## src/rtl/m_ext_pkg.sv

```systemverilog
// Shared M-extension definitions: controller state encoding and RV32M funct3 codes.
// Used by m_ext_ctrl and its optional result cache (M_EXT_RESULT_CACHE_EN).
package m_ext_pkg;

  typedef enum logic [2:0] {
    ST_IDLE    = 3'd0,
    ST_MUL_RUN = 3'd1,
    ST_DIV_RUN = 3'd2,
    ST_RESP    = 3'd3,
    ST_DRAIN   = 3'd4
  } ctrl_state_t;

  localparam logic [2:0] F3_MUL    = 3'b000;
  localparam logic [2:0] F3_MULH   = 3'b001;
  localparam logic [2:0] F3_MULHSU = 3'b010;
  localparam logic [2:0] F3_MULHU  = 3'b011;
  localparam logic [2:0] F3_DIV    = 3'b100;
  localparam logic [2:0] F3_DIVU   = 3'b101;
  localparam logic [2:0] F3_REM    = 3'b110;
  localparam logic [2:0] F3_REMU   = 3'b111;

  // The top funct3 bit separates the divide/remainder family from the multiplies.
  function automatic logic is_div_op(input logic [2:0] f3);
    return f3[2];
  endfunction

endpackage

```

## src/rtl/m_ext_res_cache.sv

```systemverilog
// Single-entry result cache for the M-extension controller.
// Only instantiated when M_EXT_RESULT_CACHE_EN is defined.
module m_ext_res_cache
  import m_ext_pkg::*;
#(
  parameter int         XLEN    = 32,
  parameter logic [2:0] F3_MASK = 3'b111
) (
  input  logic            i_clk,
  input  logic            i_rst,
  input  logic [2:0]      i_lkp_f3,
  input  logic [XLEN-1:0] i_lkp_a,
  input  logic [XLEN-1:0] i_lkp_b,
  output logic            o_hit,
  output logic [XLEN-1:0] o_res,
  input  logic            i_upd,
  input  logic [2:0]      i_upd_f3,
  input  logic [XLEN-1:0] i_upd_a,
  input  logic [XLEN-1:0] i_upd_b,
  input  logic [XLEN-1:0] i_upd_res,
  input  logic            i_inv
);

  logic            entry_valid;
  logic [2:0]      entry_f3;
  logic [XLEN-1:0] entry_a;
  logic [XLEN-1:0] entry_b;
  logic [XLEN-1:0] entry_res;

  // Invalidation wins over a same-cycle update so a flushed op can never be cached.
  always_ff @(posedge i_clk or posedge i_rst) begin
    if (i_rst) begin
      entry_valid <= 1'b0;
      entry_f3    <= '0;
      entry_a     <= '0;
      entry_b     <= '0;
      entry_res   <= '0;
    end else if (i_inv) begin
      entry_valid <= 1'b0;
    end else if (i_upd) begin
      entry_valid <= 1'b1;
      entry_f3    <= i_upd_f3;
      entry_a     <= i_upd_a;
      entry_b     <= i_upd_b;
      entry_res   <= i_upd_res;
    end
  end

  assign o_hit = entry_valid
              && ((i_lkp_f3 & F3_MASK) == (entry_f3 & F3_MASK))
              && (i_lkp_a == entry_a)
              && (i_lkp_b == entry_b);
  assign o_res = entry_res;

endmodule

```

## src/rtl/m_ext_ctrl.sv

```systemverilog
// Sequencer between the core and the multiply/divide units for the M extension.
// Define M_EXT_RESULT_CACHE_EN to add a single-entry result cache.
module m_ext_ctrl
  import m_ext_pkg::*;
#(
  parameter int         XLEN          = 32,
  parameter logic [2:0] CACHE_F3_MASK = 3'b111
) (
  input  logic            i_clk,
  input  logic            i_rst,
  input  logic            i_valid,
  input  logic [2:0]      i_f3,
  input  logic [XLEN-1:0] i_rs1,
  input  logic [XLEN-1:0] i_rs2,
  input  logic            i_flush,
  output logic            o_ready,
  output logic            o_valid,
  output logic [XLEN-1:0] o_res,
  output logic            o_mul_start,
  output logic [2:0]      o_mul_f3,
  output logic [XLEN-1:0] o_mul_a,
  output logic [XLEN-1:0] o_mul_b,
  input  logic            i_mul_done,
  input  logic [XLEN-1:0] i_mul_res,
  output logic            o_div_start,
  output logic [2:0]      o_div_f3,
  output logic [XLEN-1:0] o_div_a,
  output logic [XLEN-1:0] o_div_b,
  input  logic            i_div_done,
  input  logic [XLEN-1:0] i_div_res
);

  ctrl_state_t     state;
  logic [2:0]      op_f3;
  logic [XLEN-1:0] op_a;
  logic [XLEN-1:0] op_b;
  logic            accept;
  logic            inflight_done;

  assign accept        = i_valid && (state == ST_IDLE) && !i_flush;
  assign inflight_done = is_div_op(op_f3) ? i_div_done : i_mul_done;

`ifdef M_EXT_RESULT_CACHE_EN
  logic            cache_hit;
  logic [XLEN-1:0] cache_res;
  logic            cache_upd;
  logic            cache_inv;

  assign cache_upd = (state == ST_RESP) && !i_flush;
  assign cache_inv = i_flush && ((state == ST_MUL_RUN) || (state == ST_DIV_RUN)
                              || (state == ST_RESP));

  m_ext_res_cache #(
    .XLEN    (XLEN),
    .F3_MASK (CACHE_F3_MASK)
  ) u_res_cache (
    .i_clk     (i_clk),
    .i_rst     (i_rst),
    .i_lkp_f3  (i_f3),
    .i_lkp_a   (i_rs1),
    .i_lkp_b   (i_rs2),
    .o_hit     (cache_hit),
    .o_res     (cache_res),
    .i_upd     (cache_upd),
    .i_upd_f3  (op_f3),
    .i_upd_a   (op_a),
    .i_upd_b   (op_b),
    .i_upd_res (o_res),
    .i_inv     (cache_inv)
  );
`endif

  // Start strobes default low so each one lasts exactly the first run cycle.
  // A flush landing on the done cycle skips DRAIN, since that done is already gone.
  always_ff @(posedge i_clk or posedge i_rst) begin
    if (i_rst) begin
      state       <= ST_IDLE;
      op_f3       <= '0;
      op_a        <= '0;
      op_b        <= '0;
      o_res       <= '0;
      o_mul_start <= 1'b0;
      o_div_start <= 1'b0;
    end else begin
      o_mul_start <= 1'b0;
      o_div_start <= 1'b0;
      unique case (state)
        ST_IDLE: begin
          if (accept) begin
            op_f3 <= i_f3;
            op_a  <= i_rs1;
            op_b  <= i_rs2;
`ifdef M_EXT_RESULT_CACHE_EN
            if (cache_hit) begin
              o_res <= cache_res;
              state <= ST_RESP;
            end else
`endif
            if (is_div_op(i_f3)) begin
              o_div_start <= 1'b1;
              state       <= ST_DIV_RUN;
            end else begin
              o_mul_start <= 1'b1;
              state       <= ST_MUL_RUN;
            end
          end
        end
        ST_MUL_RUN: begin
          if (i_flush) begin
            state <= i_mul_done ? ST_IDLE : ST_DRAIN;
          end else if (i_mul_done) begin
            o_res <= i_mul_res;
            state <= ST_RESP;
          end
        end
        ST_DIV_RUN: begin
          if (i_flush) begin
            state <= i_div_done ? ST_IDLE : ST_DRAIN;
          end else if (i_div_done) begin
            o_res <= i_div_res;
            state <= ST_RESP;
          end
        end
        ST_RESP: begin
          state <= ST_IDLE;
        end
        ST_DRAIN: begin
          if (inflight_done) begin
            state <= ST_IDLE;
          end
        end
        default: begin
          state <= ST_IDLE;
        end
      endcase
    end
  end

  // A flush during the response cycle withdraws the result before the core sees it.
  assign o_ready  = (state == ST_IDLE);
  assign o_valid  = (state == ST_RESP) && !i_flush;

  assign o_mul_f3 = op_f3;
  assign o_mul_a  = op_a;
  assign o_mul_b  = op_b;
  assign o_div_f3 = op_f3;
  assign o_div_a  = op_a;
  assign o_div_b  = op_b;

endmodule

```

## config.mk

```make
export PLATFORM = sky130hd
export DESIGN_NAME = m_ext_ctrl
export DESIGN_NICKNAME = d
export VERILOG_FILES = /design/src/rtl/m_ext_pkg.sv /design/src/rtl/m_ext_res_cache.sv /design/src/rtl/m_ext_ctrl.sv
export SDC_FILE = /design/constraint.sdc
export NUM_CORES = 1
export LEC_CHECK = 0
export BUFFER_PORTS_ARGS = -buffer_cell sky130_fd_sc_hd__buf_2
export CAP_MARGIN = 20
export CORE_AREA = 2 2 119 121
export DETAILED_ROUTE_END_ITERATION = 12
export DIE_AREA = 0 0 121 123
export PLACE_DENSITY = 0.81
export SLEW_MARGIN = 20
export SYNTH_ARGS = -nofsm -noshare
export SYNTH_HDL_FRONTEND = slang
export SYNTH_HIERARCHICAL = 1
export SYNTH_SLANG_ARGS = --single-unit
```

## constraint.sdc

```tcl
create_clock -name i_clk -period 3.6 [get_ports i_clk]
set_clock_uncertainty 0.05 [all_clocks]
set_input_delay 0.36 -clock i_clk [delete_from_list [all_inputs] [get_ports i_clk]]
set_output_delay 0.36 -clock i_clk [all_outputs]
set_load 0.01 [all_outputs]
```

---- After elaboration in Yosys (flattened, before gate mapping) ----
Cells that the tools add are included.
storage, ports and cells
  register bits ........................... 104
  input bits .............................. 137
  output and inout bits ................... 170
  logic and storage cells ................. 50
cells by class
  eq/ne operators ......................... 12
  multiplexer cells ....................... 22
  reductions and logical operators ........ 9
operators by type and width
  cell                                           number
  two-way mux 32 bit                             4
  case mux 32 bit (2 select lines)               1
  two-way mux 3 bit                              8
  case mux 3 bit (4 select lines)                1
  != test 2 bit, second input constant           5
  two-way mux 1 bit                              7
  == test 3 x 2 -> 1 bit, second input constant  2
  != test 3 bit, second input constant           2
  AND reduction 5 bit                            1
  AND reduction 4 bit                            1
  == test 3 x 1 -> 1 bit, second input constant  1
  == test 3 bit, second input constant           1
  logical AND 1 bit                              3
  logical NOT 3 bit                              1
  two-way mux 2 bit                              1
  != test 2 x 1 -> 1 bit, second input constant  1
  AND reduction 2 bit                            1
  nonzero test 2 bit                             1
  logical NOT 1 bit                              1

---- Depth between registers and ports, before layout ----
  depth after elaboration ................. 5
  mapped depth ............................ 6
  gate-level depth less buffers ........... 3

---- Worst setup path before layout ----
OpenSTA, ideal clock, no wires.
  kind .................................... flip-flop to flip-flop
  from .................................... register state[0]
  to ...................................... register o_res[10]
  library setup time ...................... 125 ps
  arrival ................................. 1564 ps
  required time ........................... 3425 ps
  slack ................................... 1861 ps
  stages on the path, launching flop included .. 6
  buffers on the path ..................... 2
  clock period less this slack ............ 1739 ps
  cell sequence ........................... dfrtp_1 > buf_4 > nor3b_4 > buf_6 > mux2_4 > mux2_2
between the ends
  cells in the longest elaborated chain, start to end .. 3
  elaborated cells on any way between the ends .. 9
  classes of those cells .................. 6 x eq/ne; 1 x mux; 2 x reduce/logical
ends and longest elaborated chain
  element                                                                      line               text
  from (decl)                                                                  m_ext_ctrl.sv:33   ctrl_state_t state;
  from (signal assigned)                                                       m_ext_ctrl.sv:110  state <= i_mul_done ? ST_IDLE : ST_DRAIN;
  from (signal assigned)                                                       m_ext_ctrl.sv:118  state <= i_div_done ? ST_IDLE : ST_DRAIN;
  == test 3 x 2 -> 1 bit / == test 3 x 1 -> 1 bit (equally long branches)      m_ext_ctrl.sv:87   unique case (state)
  != test 2 bit (no source line) / nonzero test 2 bit (equally long branches)  --
  AND reduction 5 bit (no source line)                                         --
  to (signal assigned)                                                         m_ext_ctrl.sv:112  o_res <= i_mul_res;
  to (signal assigned)                                                         m_ext_ctrl.sv:120  o_res <= i_div_res;
  to (decl)                                                                    m_ext_ctrl.sv:18   output logic [XLEN-1:0] o_res,
Several ways; a longest one is shown, not always the timed one.
A chain may end at the register's enable or synchronous reset.

---- Worst setup path after layout ----
  from .................................... register state[1]
  to ...................................... register op_a[11] (netlist: o_div_a[11])
between the ends
  cells in the longest elaborated chain, start to end .. 4
ends and longest elaborated chain
  element                                   line                                text
  logical NOT 3 bit (*)                     m_ext_ctrl.sv:40, m_ext_ctrl.sv:87
  logical AND 1 bit (2 in a row)            m_ext_ctrl.sv:40                    assign accept = i_valid && (state == ST_IDLE) && !i_flush;
  AND reduction 2 bit (no source line) (*)  --
  to (signal assigned)                      m_ext_ctrl.sv:91                    op_a <= i_rs1;
  to (decl)                                 m_ext_ctrl.sv:35                    logic [XLEN-1:0] op_a;
Mark *: on every way between the ends. The rest lies on a longest branch, timed or not.

==> impl_summary.md <==
Status
The run finished with clean final reports.

Cells and area
0 antenna diodes ended up in the layout. Once layout is complete, the utilization of the core stands at 0.481. In the final layout, the share of cells above drive strength 1 is 0.785. Compared with the post-synthesis result, the final layout area differs by 29.4%.

The commonest non-fill, non-tap cell in the layout is buf_2. The multi-input combinational cells in the finished layout cover a total of ~0.0018 mm2. The area occupied by registers is 0.00260 mm2. Excluding fillers, the count of instances in the completed layout stands at 770. The filler cells instantiated in the layout total 1236.

After the last flow step, the layout net total stands at 722. The area of all placed cells without fillers is 0.00655 mm2. Leaving out fill and tap cells, the most frequent cells in the layout are buf_2, dfrtp_1, mux2_2, mux2_4, clkbuf_16.

Placed design
The weighted congestion at the end of routability-driven global placement is 0.761. Summing all placed instances gives a cell area of 0.00624 mm2. During placement, the flow inserted port buffers numbering 306. Prior to clock tree synthesis, the placed netlist has a worst setup slack of 1.40 ns. The number of placed instances, taps included, is 754. The sum of net half-perimeters after detailed placement is between 8000 and 9000 um.

Global route
The all-layer global routing usage is 0.144. The final global-route overflow total is 0. Entering global routing, the biggest net connects 58 pins. The first global-routing pass estimated roughly 17000 um of wire. The number of antenna violations at the first check in global routing is 1. The via count of the first global-routing pass is 3323.

Worst hold path
The worst hold path belongs to the class input port to async pin.

Die
The number of standard-cell rows in the floorplan is 43. The top-level I/O count is 307. The vertical die dimension is 123 um. Measured along the x axis, the die boundary spans 121 um. For this configuration, the core starts out at a cell density of 0.372. The total core area is 0.0136 mm2. The die area is approximately 0.015 mm2.

Clock tree
Buffers added to address setup during post-CTS repair amount to 0. The total number of H-tree levels is 3. Clock-pin slew was measured on the worst setup and hold paths at around 0.070 ns. After clock tree synthesis, the flow added hold-fix buffers numbering 0. Clock tree synthesis inserted a total of 9 buffers. Clock latency on the worst-skew pair, taken at its later pin, is about 0.34 ns. The CTS tree is done. In this run the deepest clock path goes through 2 buffers.

The clock net in this run drives a total of between 100 and 150 sinks. The post-cts gate resize count is 0. Clock tree synthesis selected as its root buffer the cell clkbuf_16.

Pwr
The leakage component of the power is 3.40 nW. The worst voltage drop across the vdd grid is between 400 and 500 uV. The overall power of the completed layout is 5.89 mW. Dividing total power by cell area gives a power density of ~900 mW/mm2.

Worst setup path
For the worst flop-to-flop path, the logic depth is 4. The data arrival time of the critical path is 2.36 ns. The worst register-to-register path ends at o_div_a[11].

The number of buffers and inverters on the critical path is 1. The worst setup path is captured at a flop. STA puts the critical path data required time at 3.77 ns. The critical path goes through nor2_4 -> nand3_4 -> buf_4 -> mux2_2. The kind of launch point of the worst setup path is a flop. The launch point of the worst reg-to-reg path is state[1].

The register-to-register path setup slack is 1.42 ns. Of all nets on the critical path, the largest fanout is 43. The largest delay contributor family on the critical path is buffers and inverters. The slowest cell on the critical path is buf_4.

The worst setup path is of the flop to flop kind. The worst stage delay on the critical path is roughly 0.60 ns.

Drt
The total DRC errors in the routed layout is 0. The number of nets with antenna violations after detailed routing is 0. The detail-routed net length per standard cell is ~14 um.

The detailed router finished its first iteration with 109 violations. The detailed-router iteration count before antenna repair is 4. The sum of routed wire length over all layers is 11200 um. The number of vias per cell is 4.48. The count of vias placed by the detailed router is between 3000 and 4000.

Job
The count of max-cap constraint violations is 0.

Timing
The top achievable clock speed is 458 MHz. The worst slew margin relative to its limit is 0.576. The worst path needs about 2.2 ns of the cycle, external delays included. In the post-route analysis, the smallest setup slack over all paths is 1.42 ns. Setup violations remaining at the end of the flow were counted as 0. At the pin with the least slew margin, the transition time is 0.637 ns. Setup repair after global routing left no endpoint under its margin.

Across all hold checks on the routed design, the worst slack comes to roughly 0.039 ns. Of the available clock period, the critical path in the final layout requires 0.606. The hold violation count in the final report is 0. The total negative slack is 0 ns.

The number of slew-limit violations in the final report is 0.

Yosys
After synthesis, the netlist uses 27 different library cells. Synthesis produced a netlist whose cell count is 347. The synthesis-stage register bit count is 104.

Yosys printed 6 warnings. The number of nets in the synthesized netlist is 484. The post-synthesis instance area is 0.00506 mm2. The post-synthesis area per instance is 14.6 um2. The part of the Yosys area used for sequential elements is 0.515.
==> worst max path at each step <==
stage / start / end / slack, ns / cells after the start
global route: state[1] / o_div_a[11] / 1.27 / 4
detailed placement: state[0] / o_div_a[11] / 1.40 / 4
floorplan: i_rst / o_div_a[0] / 0.46 / 1
CTS: state[1] / o_div_a[11] / 1.39 / 4
global placement: state[0] / o_div_b[3] / 1.44 / 4
finish: state[1] / o_div_a[11] / 1.42 / 4
==> synth_stat cells (all sizes together) <==
library cell | count | area share
mux2 | 131 | 0.32
dfrtp | 104 | 0.51
buf | 82 | 0.12
nand2b | 5 | 0.0062
nor2 | 4 | 0.0059
a21oi | 3 | 0.0030
inv | 3 | 0.0022
nand3b | 2 | 0.0054
a21boi | 1 | 0.0022
a21o | 1 | 0.0015
a32o | 1 | 0.0020
and2b | 1 | 0.0017
and3 | 1 | 0.0012
clkbuf | 1 | 0.00099
mux2i | 1 | 0.0020
nand3 | 1 | 0.0020
nand4 | 1 | 0.0012
nor3 | 1 | 0.00099
nor3b | 1 | 0.0037
o21a | 1 | 0.0015
o22ai | 1 | 0.0012
==> final cells by class <==
cell class              count  share of cell area
clock buffers              11              0.0371
clock inverters             5             0.00994
multi-input cells         157               0.278
repair buffers            310               0.240
inverters                   3             0.00210
flip-flops and latches    104               0.398
well taps                 180              0.0344
==> cells by family after synthesis <==
family / synth area share
flip-flops: 0.515
AO/OA/AOI/OAI: 0.0114
multiplexers: 0.317
buffers and inverters: 0.128
AND/OR/NAND/NOR: 0.0285
==> state kept, by name, summed over array words and instances (netlist names) <==
| signal | cells |
|---|---|
| o_res | 32 |
| o_mul_start | 1 |
| state | 3 |
| o_div_b | 32 |
| o_div_f3 | 3 |
| o_div_start | 1 |
| o_div_a | 32 |
==> per-layer routing <==
| metal | vias up | share of wire | track usage | wire length, um |
|---|---|---|---|---|
| li1 | 1603 | - | - | - |
| met1 | 1663 | 0.40 | 0.177 | 4420 |
| met2 | 167 | 0.51 | 0.241 | 5700 |
| met3 | 13 | 0.078 | 0.0378 | 872 |
| met4 | 2 | 0.014 | 0.0610 | 152 |
| met5 | - | 0.0012 | 0 | 13 |
==> power breakdown <==
group	switching, mW	total [mW]	internal [mW]
clock	0.425	0.989	0.564
combinational	1.26	2.72	1.46
sequential	0.422	2.18	1.76
No activity file was read; power rests on OpenSTA's default activity.
